$ cat src/rtl/lcd_pkg.sv
// Shared types, command constants and the power-on init ROM for the
// HD44780-style character LCD sequencer.
package lcd_pkg;

  typedef enum logic [2:0] {
    PWRON,
    SETUP,
    PULSE,
    HOLD,
    EXEC,
    IDLE
  } state_e;

  localparam logic [7:0] CLEAR        = 8'h01;
  localparam logic [7:0] HOME         = 8'h02;
  localparam logic [7:0] FUNC_8BIT_2L = 8'h38;
  localparam logic [7:0] DISP_ON      = 8'h0C;
  localparam logic [7:0] ENTRY_INC    = 8'h06;

  localparam int INIT_LEN = 4;

  // Entry 0 sits in the least-significant byte and is issued first.
  localparam logic [INIT_LEN-1:0][7:0] INIT_ROM = {ENTRY_INC, CLEAR, DISP_ON, FUNC_8BIT_2L};

  // Clear/home (0x03 also decodes as home) need the long execution wait.
  function automatic logic is_long_cmd(input logic rs, input logic [7:0] data);
    return !rs && (data == CLEAR || data == HOME || data == 8'h03);
  endfunction

endpackage

$ cat src/rtl/lcd_ctrl.sv
// Character LCD write sequencer: runs power-on init, then converts accepted
// byte writes into setup / EN pulse / hold / execution-wait bus cycles.
module lcd_ctrl
  import lcd_pkg::*;
#(
  parameter int T_POWERON   = 750000,
  parameter int T_SETUP     = 3,
  parameter int T_PULSE     = 13,
  parameter int T_HOLD      = 2,
  parameter int T_EXEC      = 2000,
  parameter int T_EXEC_LONG = 82000,
  parameter int CNT_W       = 20
) (
  input  logic       i_clk,
  input  logic       i_rst,
  input  logic       i_cmd_vld,
  input  logic       i_cmd_rs,
  input  logic [7:0] i_cmd_data,
  output logic       o_cmd_rdy,
  input  logic       i_reinit,
  output logic       o_init_done,
  output logic [7:0] o_lcd_data,
  output logic       o_lcd_rs,
  output logic       o_lcd_rw,
  output logic       o_lcd_en,
  output logic       o_lcd_on
);

  // Timer holds "cycles remaining minus one", so a state of length N
  // loads N-1 and leaves when the count reaches zero.
  localparam logic [CNT_W-1:0] LD_PWRON = CNT_W'(T_POWERON - 1);
  localparam logic [CNT_W-1:0] LD_SETUP = CNT_W'(T_SETUP - 1);
  localparam logic [CNT_W-1:0] LD_PULSE = CNT_W'(T_PULSE - 1);
  localparam logic [CNT_W-1:0] LD_HOLD  = CNT_W'(T_HOLD - 1);
  localparam logic [CNT_W-1:0] LD_EXEC  = CNT_W'(T_EXEC - 1);
  localparam logic [CNT_W-1:0] LD_LONG  = CNT_W'(T_EXEC_LONG - 1);

  state_e           state_q, state_d;
  logic [CNT_W-1:0] tmr_q, tmr_d;
  logic             rs_q, rs_d;
  logic [7:0]       data_q, data_d;
  logic [1:0]       idx_q, idx_d;
  logic             done_q, done_d;
  logic             on_q;
  logic             tmr_zero;

  assign tmr_zero = (tmr_q == '0);

  always_comb begin
    state_d = state_q;
    tmr_d   = tmr_q;
    rs_d    = rs_q;
    data_d  = data_q;
    idx_d   = idx_q;
    done_d  = done_q;

    if (state_q != IDLE && !tmr_zero) begin
      tmr_d = tmr_q - CNT_W'(1);
    end

    case (state_q)
      PWRON: begin
        if (tmr_zero) begin
          state_d = SETUP;
          tmr_d   = LD_SETUP;
          idx_d   = 2'd0;
          rs_d    = 1'b0;
          data_d  = INIT_ROM[0];
        end
      end
      SETUP: begin
        if (tmr_zero) begin
          state_d = PULSE;
          tmr_d   = LD_PULSE;
        end
      end
      PULSE: begin
        if (tmr_zero) begin
          state_d = HOLD;
          tmr_d   = LD_HOLD;
        end
      end
      HOLD: begin
        if (tmr_zero) begin
          state_d = EXEC;
          tmr_d   = is_long_cmd(rs_q, data_q) ? LD_LONG : LD_EXEC;
        end
      end
      EXEC: begin
        if (tmr_zero) begin
          if (done_q) begin
            state_d = IDLE;
          end else if (idx_q == 2'(INIT_LEN - 1)) begin
            state_d = IDLE;
            done_d  = 1'b1;
          end else begin
            state_d = SETUP;
            tmr_d   = LD_SETUP;
            idx_d   = idx_q + 2'd1;
            rs_d    = 1'b0;
            data_d  = INIT_ROM[idx_q + 2'd1];
          end
        end
      end
      IDLE: begin
        // Reinit beats a simultaneous request; o_cmd_rdy is already low then.
        if (i_reinit) begin
          state_d = PWRON;
          tmr_d   = LD_PWRON;
          idx_d   = 2'd0;
          done_d  = 1'b0;
        end else if (i_cmd_vld) begin
          state_d = SETUP;
          tmr_d   = LD_SETUP;
          rs_d    = i_cmd_rs;
          data_d  = i_cmd_data;
        end
      end
      default: begin
        state_d = PWRON;
        tmr_d   = LD_PWRON;
      end
    endcase
  end

  always_ff @(posedge i_clk) begin
    if (i_rst) begin
      state_q <= PWRON;
      tmr_q   <= LD_PWRON;
      rs_q    <= 1'b0;
      data_q  <= 8'h00;
      idx_q   <= 2'd0;
      done_q  <= 1'b0;
      on_q    <= 1'b0;
    end else begin
      state_q <= state_d;
      tmr_q   <= tmr_d;
      rs_q    <= rs_d;
      data_q  <= data_d;
      idx_q   <= idx_d;
      done_q  <= done_d;
      on_q    <= 1'b1;
    end
  end

  assign o_cmd_rdy   = (state_q == IDLE) && !i_reinit;
  assign o_init_done = done_q;
  assign o_lcd_data  = data_q;
  assign o_lcd_rs    = rs_q;
  assign o_lcd_rw    = 1'b0;
  assign o_lcd_en    = (state_q == PULSE);
  assign o_lcd_on    = on_q;

endmodule

$ cat config.mk
export PLATFORM = sky130hd
export DESIGN_NAME = lcd_ctrl
export DESIGN_NICKNAME = d
export VERILOG_FILES = /design/src/rtl/lcd_pkg.sv /design/src/rtl/lcd_ctrl.sv
export SDC_FILE = /design/constraint.sdc
export NUM_CORES = 1
export LEC_CHECK = 0
export CAP_MARGIN = 20
export CORE_MARGIN = 4
export CORE_UTILIZATION = 54
export DETAILED_ROUTE_END_ITERATION = 7
export DONT_BUFFER_PORTS = 1
export PLACE_DENSITY = 0.78
export SETUP_SLACK_MARGIN = 0.02
export SLEW_MARGIN = 10
export SYNTH_ARGS = -nofsm -noshare
export SYNTH_HDL_FRONTEND = slang
export SYNTH_SLANG_ARGS = --single-unit
export TNS_END_PERCENT = 5
$ cat constraint.sdc
create_clock -name i_clk -period 6.6 [get_ports i_clk]
set_clock_uncertainty 0.05 [all_clocks]
set_input_delay 1.32 -clock i_clk [delete_from_list [all_inputs] [get_ports i_clk]]
set_output_delay 1.32 -clock i_clk [all_outputs]
set_load 0.03 [all_outputs]
**Yosys cells after proc, flatten, opt, wreduce, memory -nomap -nowiden**

Cells that the tools add are included.
W data, S select, Z words.

- Input bits: 13
- Output and inout port bits: 14
- Register bits: 36

- Add/sub/neg operators: 2
- Multiplexer cells: 50
- Reduce and logical (&&, ||, !) cells: 16
- Equal/unequal tests: 21
- $lt $le $gt $ge: 1

Operators with widths:

| cell | count |
|---|---|
| $mux W20 | 10 |
| $pmux W20 S6 | 1 |
| $mux W8 | 7 |
| $mux W3 | 9 |
| $pmux W8 S3 | 1 |
| $logic_not A20 Y1 | 1 |
| $sub A20 B1 Y20 const B | 1 |
| $ne A2 B2 Y1 const B | 9 |
| $pmux W3 S6 | 1 |
| $mux W17 | 1 |
| $bmux W8 S2 | 1 |
| $eq A8 B2 Y1 const B | 2 |
| $reduce_and A6 Y1 | 2 |
| $mux W1 | 11 |
| $mux W2 | 5 |
| $eq A8 B1 Y1 const B | 1 |
| $reduce_and A7 Y1 | 1 |
| $eq A3 B2 Y1 const B | 2 |
| $eq A3 B3 Y1 const B | 2 |
| $ne A3 B3 Y1 const B | 2 |
| $pmux W2 S3 | 1 |
| $eq A3 B1 Y1 const B | 1 |
| $logic_and A1 B1 Y1 | 3 |
| $logic_not A1 Y1 | 3 |
| 11 further kinds | 12 |

**Longest topological paths before layout**

- Depth after elaboration: 8
- Depth in mapped cells: 9
- Depth with buffers taken out: 8

**Worst setup path before layout**

OpenSTA, ideal clock, no wires.

- Path type: input to output
- From: input i_reinit
- To: output o_cmd_rdy
- Stages on the path: 1
- Required time: 5.230 ns
- Arrival time: 1.763 ns
- Setup slack: 3.467 ns
- Path through: nor2_1

- Word-level cells in the longest chain between the ends: 2

RTL lines:

| element | line | source |
|---|---|---|
| from (decl) | lcd_ctrl.sv:20 | `input logic i_reinit,` |
| $logic_not A1 Y1 | lcd_ctrl.sv:146 | `assign o_cmd_rdy = (state_q == IDLE) && !i_reinit;` |
| $logic_and A1 B1 Y1 | lcd_ctrl.sv:146 |  |
| to (decl) | lcd_ctrl.sv:19 | `output logic o_cmd_rdy,` |

No other way between the ends.

**Worst setup path in the final report**

- From: register state_q[0]
- To: output o_cmd_rdy

- Word-level cells in the longest chain between the ends: 2

RTL lines:

| element | line | source |
|---|---|---|
| from (decl) | lcd_ctrl.sv:38 | `state_e state_q, state_d;` |
| from (signal assigned) | lcd_ctrl.sv:136 | `state_q <= state_d;` |
| $eq A3 B3 Y1 | lcd_ctrl.sv:146 |  |
| $logic_and A1 B1 Y1 | lcd_ctrl.sv:146 |  |

No other way between the ends.

==> results.md <==
Finish:
- In the layout the commonest cells are sky130_fd_sc_hd__dfxtp_1 (36), sky130_fd_sc_hd__nor2_1 (30), sky130_fd_sc_hd__nand2_1 (28).
- The number of fill cells in the layout is 311.
- The repair_antennas step left the layout with diodes totalling 0.
- The most frequent standard cell in the layout excluding fill and tap cells is sky130_fd_sc_hd__dfxtp_1.
- The net count of the finished layout is 274.
- The area growth from synthesis to layout is 6.24%.
- Once layout is complete, the cells apart from fillers number 302.
- The design area is 0.00215 mm2.
- In the final layout, the share of cells above drive strength 1 is 0.0547.

Critical path:
- At the worst endpoint, the arrival time is 1.87 ns.
- The nature of the critical path startpoint is a flip-flop.
- Of all nets on the critical path, the largest fanout is 18.
- In this run the worst setup path begins at state_q[0].
- Data on the critical path is required at its endpoint by 5.23 ns.
- Walking the worst path, the cells encountered are nand3b_1, nor2_1.
- On the critical path, the stage with the largest delay is an instance of sky130_fd_sc_hd__dfxtp_1.
- The highest cell delay on the worst timing path is 0.71 ns.
- In this run the critical register-to-register path is launched from tmr_q[4].
- The kind of capture point of the worst setup path is a primary output.
- The critical path is of the reg -> out type.

Timing:
- The share of the clock period used by the worst path after layout is 0.491.
- Setup violations remaining at the end of the flow were counted as 0.
- The top achievable clock speed is 308 MHz.
- The worst-margin pin slew is 0.853 ns.
- The clock period could shrink to 3.24 ns.
- Setup repair after global routing left no endpoint under its margin.
- For the final routed database, the setup TNS stands at 0 ns.
- The relative max-transition margin is 0.430.
- The count of final hold-check violations is 0.
- The final count of pins violating max slew came to 0.

Yosys:
- The number of enable-type register cells in the synthesized netlist is 0.
- The area share of the leading cell type in the synthesized netlist is 0.356.
- In this run, distinct cell masters in the synthesized netlist total 48.
- The Yosys step of the flow raised 0 warnings.
- The number of nets handed over by synthesis was 277.
- The post-synthesis cell count is 258.
- The synthesized design contains 36 register bits.
- The most area-hungry cell type in the Yosys netlist is sky130_fd_sc_hd__dfxtp_1.
- In the synthesized netlist the dominant register cell turns out to be sky130_fd_sc_hd__dfxtp_1.
- Ranked by total cell area, the synthesized netlist is headed by sky130_fd_sc_hd__dfxtp_1 (36%), sky130_fd_sc_hd__xnor2_1 (6.1%), sky130_fd_sc_hd__nor2_1 (5.6%).
- The mean area per synthesized cell is 7.85 um2.
- The mapped netlist covers 0.00202 mm2.
- The part of the Yosys area used for sequential elements is 0.356.
- Of all flip-flops after synthesis, the portion carrying an async set or reset was 0.

Global routing:
- The number of antenna violations at the first check in global routing is 0.
- The total track usage is 0.202.
- The maximum number of pins on one net before global-route repair is 19.
- For this run, global-route usage on met3 was measured as 0.0667.
- The leftover overflow at the end of global routing is 0.
- The number of global-route vias before repair was 1607.
- The most crowded layer after global routing is met2.
- For met1 alone, demand over resource in global routing was 0.283.
- In the global route stage, met2 resource usage came out at 0.290.
- The first global-routing pass estimated 7870 um of wire.

CTS:
- In this run, post-CTS hold repair placed 0 buffers.
- The CTS tree is yes.
- For the worst-skew pair, the clock arrives at the later sink with an insertion delay of 0.30 ns.
- The buffer count from post-CTS setup fixing is 0.
- The number of gates resized after CTS was 0.
- The longest clock path from root to sink contains 2 buffers.
- Clock tree synthesis inserted a total of 5 buffers.
- The CTS clock-pin slew for the worst setup and hold paths is 0.07 ns.
- The buffer type at the clock tree root is sky130_fd_sc_hd__clkbuf_8.
- Counting every sink on the clock net gives 36.
- The H-tree was split into 2 levels.

Pwr:
- The combinational share of power is 0.025.
- The net load switching power is 0.0898 mW.
- The internal cell power is 0.334 mW.
- The worst vdd rail ir drop is 0.134 mV.
- The switching fraction of total power is 0.212.
- The fraction of power consumed by the clock network is 0.455.
- The analysis attributes to cell leakage a power of 0.697 nW.
- Of the total power, registers draw 0.520.
- The power density of the placed cells is 197 mW/mm2.

Floorplan:
- In this run the core area contains 21 standard-cell rows.
- The die width is 69.2 um.
- For this configuration, the core starts out at a cell density of 0.584.
- The area of the placeable core is 0.00347 mm2.
- The die area is 0.00479 mm2.
- The height of the die is 69.2 um.
- The number of ports placed on the die boundary is 27.

Job:
- Across the run, the number of max-cap violations was 0.

Detailed routing:
- The total via count in the routed design is 1820.
- The count of routing violations after the opening detailed-route iteration is 135.
- After detailed routing, the average wire length per cell comes to 15.4 um.
- The residual antenna-violating net count after detailed routing is 0.
- For this run, design rule violations remaining after detail routing come to 0.
- The detail-routed via count per cell is 6.03.
- The first detailed-routing pass ran for 4 iterations.
- The total detailed-routing wirelength is 4650 um.

Placement:
- After legalization and detailed placement, the total HPWL measured 3360 um.
- The final weighted congestion of routability-driven global placement is 0.852.
- In this run the tool buffered the top-level ports with 0 buffer cells.
- After detailed placement, the design holds a cell count of 294.
- The cell area reported after detailed placement is 0.00204 mm2.

Outcome:
- The run finished with clean final reports.

Min path:
- The beginning of the worst hold path is tmr_q[10].
- The class of the tightest hold or removal check is reg -> reg.
[synthesized netlist by cell type (all sizes together) (4+ instances only)]
library cell   n
dfxtp         36
a21oi         21
o41ai          4
nand2         28
inv            9
clkbuf         9
nor3          10
or2            5
ha             6
a31oi          5
xnor2         14
nor4          11
or4            5
o21ai         15
nor2          31
or3            8
[sequential cells by signal, indices dropped and copies added (netlist names)]
signal / count
o_lcd_rs: 1
state_q: 3
o_lcd_on: 1
tmr_q: 20
idx_q: 2
o_lcd_data: 8
o_init_done: 1
[per-layer routing]
| metal | share of wire | wire length, um |
|---|---|---|
| met1 | 0.47 | 2190 |
| met2 | 0.43 | 2000 |
| met3 | 0.082 | 383 |
| met4 | 0.015 | 70 |
| met5 | 0 | 0 |
[final cells by class]
| type | instances | area (um2) | share of cell area |
|---|---|---|---|
| clock buffer | 6 | 72.6 | 0.0337 |
| inverter | 9 | 33.8 | 0.0157 |
| clock inverter | 2 | 35.0 | 0.0163 |
| timing repair buffer | 1 | 7.51 | 0.00349 |
| tap | 46 | 57.6 | 0.0268 |
| sequential | 36 | 721 | 0.335 |
| multi-input combinational | 202 | 1220 | 0.569 |
[power by group through the flow]
stage | registers, mW | clock network (mW) | logic, mW
floorplan | 0.225 | 0 | 0.0102
global placement | 0.226 | 0 | 0.0102
detailed placement | 0.225 | 0 | 0.0104
CTS | 0.220 | 0.196 | 0.0104
global route | 0.221 | 0.205 | 0.0119
finish | 0.221 | 0.193 | 0.0105
[stage by stage]
step | hold WS (ns) | power (mW) | utilization | setup WS [ns]
floorplan | 0.431 | 0.235 | - | 3.47
global placement | 0.456 | 0.236 | 0.589 | 3.42
detailed placement | 0.464 | 0.236 | 0.589 | 3.42
CTS | 0.473 | 0.427 | 0.620 | 3.35
global route | 0.499 | 0.437 | 0.620 | 3.23
finish | 0.473 | 0.424 | 0.620 | 3.36
[worst paths after layout]
check | slack (ns) | endpoint | cells after the start
worst min-delay path | 0.47 | tmr_q[10] | 2
worst min register to register | 0.47 | tmr_q[10] | 2
worst max-delay path | 3.36 | o_cmd_rdy | 2
worst max register to register | 3.89 | tmr_q[2] | 6
[cell families (layout without fill, tap and decap cells)]
logic type | Yosys count | after routing | synth area share
compound gates | 65 | 65 | 0.201
xor+xnor | 15 | 15 | 0.0649
fa+ha+maj | 6 | 6 | 0.0371
buf+inv | 20 | 18 | 0.0396
flops | 36 | 36 | 0.356
mux | 2 | 2 | 0.00989
other cells | 1 | 1 | 0.00185
simple gates | 113 | 113 | 0.290
[worst max-delay path: cells and delay by family, from the launching register on]
kind | cells | cell delay (ns)
flip-flops | 1 | 0.71
AND/OR/NAND/NOR | 2 | 0.86
No activity file was read; power rests on OpenSTA's default activity.
